File: config.mk
export PLATFORM = sky130hd
export DESIGN_NAME = jk_mod_counter
export DESIGN_NICKNAME = d
export VERILOG_FILES = /design/src/rtl/jk_mod_counter.sv
export SDC_FILE = /design/constraint.sdc
export NUM_CORES = 1
export LEC_CHECK = 0
export CORE_MARGIN = 2
export CORE_UTILIZATION = 42
export CTS_CLUSTER_SIZE = 30
export DETAILED_ROUTE_END_ITERATION = 8
export GPL_TIMING_DRIVEN = 1
export PLACE_DENSITY = 0.83
export REMOVE_ABC_BUFFERS = 1
export SLEW_MARGIN = 10
export SYNTH_ARGS = -nofsm -noshare
export SYNTH_HDL_FRONTEND = slang
export SYNTH_SLANG_ARGS = --single-unit
File: constraint.sdc
create_clock -name CLK -period 4.76 [get_ports CLK]
set_input_delay 0.952 -clock CLK [delete_from_list [all_inputs] [get_ports CLK]]
set_output_delay 0.952 -clock CLK [all_outputs]
set_load 0.01 [all_outputs]
File: src/rtl/jk_mod_counter.sv
// Modulo-N up/down counter held in a bank of JK stages.
// J/K excitation is derived from the current count and exported.
module jk_mod_counter #(
  parameter int WIDTH   = 4,
  parameter int MODULUS = 10
) (
  input  logic             CLK,
  input  logic             RST,
  input  logic             EN,
  input  logic             UP,
  input  logic             LOAD,
  input  logic [WIDTH-1:0] D,
  output logic [WIDTH-1:0] Q,
  output logic [WIDTH-1:0] Qbar,
  output logic             TC,
  output logic             LOAD_ERR,
  output logic [WIDTH-1:0] J,
  output logic [WIDTH-1:0] K
);

  localparam int W1 = WIDTH + 1;
  localparam logic [WIDTH:0] MOD_X = W1'(MODULUS);
  localparam logic [WIDTH-1:0] LAST = WIDTH'(MODULUS - 1);

  logic [WIDTH-1:0] q_r;
  logic             err_r;
  logic [WIDTH-1:0] nxt;
  logic [WIDTH-1:0] j_c;
  logic [WIDTH-1:0] k_c;
  logic             d_ok;
  logic             at_last;
  logic             at_zero;

  assign at_last = (q_r == LAST);
  assign at_zero = (q_r == '0);

  // compare one bit wider so MODULUS == 2**WIDTH is representable
  assign d_ok = ({1'b0, D} < MOD_X);

  always_comb begin
    nxt = q_r;
    if (UP) begin
      nxt = at_last ? '0 : q_r + 1'b1;
    end else begin
      nxt = at_zero ? LAST : q_r - 1'b1;
    end
  end

  always_comb begin
    j_c = '0;
    k_c = '0;
    if (!RST) begin
      k_c = '1;
    end else if (LOAD) begin
      if (d_ok) begin
        j_c = D;
        k_c = ~D;
      end else begin
        k_c = '1;
      end
    end else if (EN) begin
      // toggle only the bits that differ
      j_c = q_r ^ nxt;
      k_c = q_r ^ nxt;
    end
  end

  always_ff @(posedge CLK) begin
    if (!RST) begin
      q_r   <= '0;
      err_r <= 1'b0;
    end else begin
      q_r   <= (j_c & ~q_r) | (~k_c & q_r);
      err_r <= LOAD & ~d_ok;
    end
  end

  assign Q        = q_r;
  assign Qbar     = ~q_r;
  assign LOAD_ERR = err_r;
  assign J        = j_c;
  assign K        = k_c;
  assign TC       = RST & ~LOAD & EN & (UP ? at_last : at_zero);

endmodule
==> flow_summary.ini <==
[synth]
synth-seq-cells = 5
ys_warn_count = 0
ys_top_cells_by_area = dfxtp_1 (18%), ha_1 (6.8%), nor2_1 (6.1%)
yosys.area.top_type = dfxtp_1
netlist_area_um2 = 554
synth_top_cell_area_share_pct = 18.1
async_flop_share_pct = 0
ys_types = 30
synth_common_cells = nor2_1 (9), inv_1 (6), dfxtp_1 (5), o21ai_0 (5)
ys_seq_area_share_pct = 18.1
postSynthCellCount = 70
synth.avg_cell_area_um2 = 7.92
yosysMostFrequentCell = nor2_1
ys.flop_type = dfxtp_1
synth_edf_count = 0

[placed_design]
dp_cells = 109
dp_hpwl_mm = 1.20
gp_congestion = 0.812
io_buffers = 26

[sta]
rsz0062_at_grt = false
fmax_mhz = 239
finalHoldViolCount = 0
slew_headroom_pct = 69.7
setup_viol = 0
tightest_slew_ps = 450
finalCriticalPeriod_ps = 4180
setup_tns_ps = 0
skew_ps = 3.54
fin_crit_sh_pct = 87.9
slew_violations = 0

[final_layout]
nFillCells = 120
instances_no_fill = 113
finalNetCount = 111
area_growth_pct = 53.5
drive_above_1_share_pct = 8.16
diodes = 0

[clocking]
cts_buffers = 3
clk_latency_ps = 260
cts.clk_slew.worst_paths_ps = 50
cts.htree.levels = 1
cts_sinks = 5
cts_tree = yes
cts_root_buf = clkbuf_4
post-cts-setup-buffers = 0
clk_path_buf_depth = 2
postCtsHoldBufs = 0
cts_resized = 0

[worst_setup_path]
rrSetupSlack_ps = 2910
crit_fanout = 10
worst_ep_arrival_time_ps = 3230
start_kind = primary input
worstSetupEndpointType = primary output
cp.required_ps = 3810
path_class = in2out

[pwr]
internal_power_uw = 118
comb_power_share_pct = 41.5
pwr-share-clk_pct = 30.3
p_leak_uw = 0.000336
irDropWorstVdd_uv = 132
swShare_pct = 34.5
power_density_nw_per_um2 = 211
totalPowerFinal_uw = 180
p_sw_uw = 62.0
seq_power_share_pct = 28.3

[global_route]
antenna_found_initial = 0
grt.total_usage_pct = 25.0
grt_overflow = 0
grt_start_max_net_pins = 15
first_global_vias = 574
grt_pass1_wl_mm = 2.53

[drt]
vias = 624
ant_nets = 0
wirelength_mm = 1.56
vias_per_cell = 5.52
wl_per_cell_um = 13.8
drc = 0
initialDrtViolationCount = 8
drtPass1Iterations = 4

[die]
die_w_um = 40.3
dieHeight_um = 40.3
initial_core_util_pct = 43.7
rows = 13
dieArea_um2 = 1630
ios = 27
coreArea_um2 = 1270

[status]
status = finished clean

[job]
maxCapViolCount = 0

[worst_hold_path]
hp-class = reg2reg
## layout by cell type (no fill, tap or decap), types with 2 or more instances in the layout
| cell | instances |
|---|---|
| nand3b_1 | 2 |
| and3_1 | 2 |
| mux2i_1 | 2 |
| nand2b_1 | 3 |
| a21oi_1 | 2 |
| xnor2_1 | 2 |
| o21ai_0 | 5 |
| clkbuf_4 | 3 |
| dfxtp_1 | 5 |
| o21a_1 | 4 |
| a21boi_0 | 4 |
| o22ai_1 | 2 |
| nand2_1 | 4 |
| clkdlybuf4s50_1 | 26 |
| nor2_1 | 9 |
| ha_1 | 3 |
| inv_1 | 6 |
## sequential cells by signal, indices dropped and copies added, names as in the netlist
register  cells
Q             4
LOAD_ERR      1
## critical path: stages
cell             delay, ps
clkdlybuf4s50_1        620
and4b_4                350
a2111oi_2              360
xnor2_1                160
o22ai_1                210
clkdlybuf4s50_1        570
## per-layer routing
metal / vias up / track usage, % / share of wire [%]
met5: - / 0 / 0
met4: 0 / 20.0 / 3.6
met3: 7 / 7.22 / 5.2
met2: 25 / 40.5 / 46
met1: 280 / 26.6 / 45
li1: 312 / - / -
## power groups by stage
stage                     Sequential (µW)  Combinational (µW)  Clock [µW]
after CTS                            50.9                74.6        54.1
after floorplan                      51.4                37.1           0
after global placement               51.3                72.8           0
after global routing                 51.6                81.3        58.1
final                                50.8                74.6        54.4
after detailed placement             51.6                73.9           0
## final timing paths
path,end,from,depth (start not counted)
min,Q[3]$_SDFF_PN0_,Q[3]$_SDFF_PN0_,2
max reg2reg,Q[1]$_SDFF_PN0_,Q[0]$_SDFF_PN0_,6
min reg2reg,Q[3]$_SDFF_PN0_,Q[3]$_SDFF_PN0_,2
max,J[1],UP,6
## metrics by stage
stage	util [%]	instance area [µm²]	worst slack, ps	hold WS [ps]
after floorplan	-	546	1940	692
after global placement	65.0	825	720	704
after detailed placement	65.0	825	640	724
after CTS	67.1	851	615	743
after global routing	67.1	851	448	798
final	67.1	851	578	735
## area by class of cell
class                   count  area, µm²  area share (%)
flip-flops and latches      5        100            11.8
inverters                   6       22.5            2.65
well taps                  15       18.8            2.21
repair buffers             26        260            30.6
clock buffers               4       26.3            3.09
multi-input cells          57        423            49.7
## cells by family after synthesis
logic type | count (synthesis) | synth area share [%]
AO/OA/AOI/OAI | 21 | 29.3
XOR/XNOR | 2 | 3.16
adder cells (fa/ha/maj) | 3 | 6.77
buffers and inverters | 8 | 5.64
flip-flops | 5 | 18.1
multiplexers | 3 | 5.64
AND/OR/NAND/NOR | 28 | 31.4
Note: power is estimated with default switching activity, not from simulation.
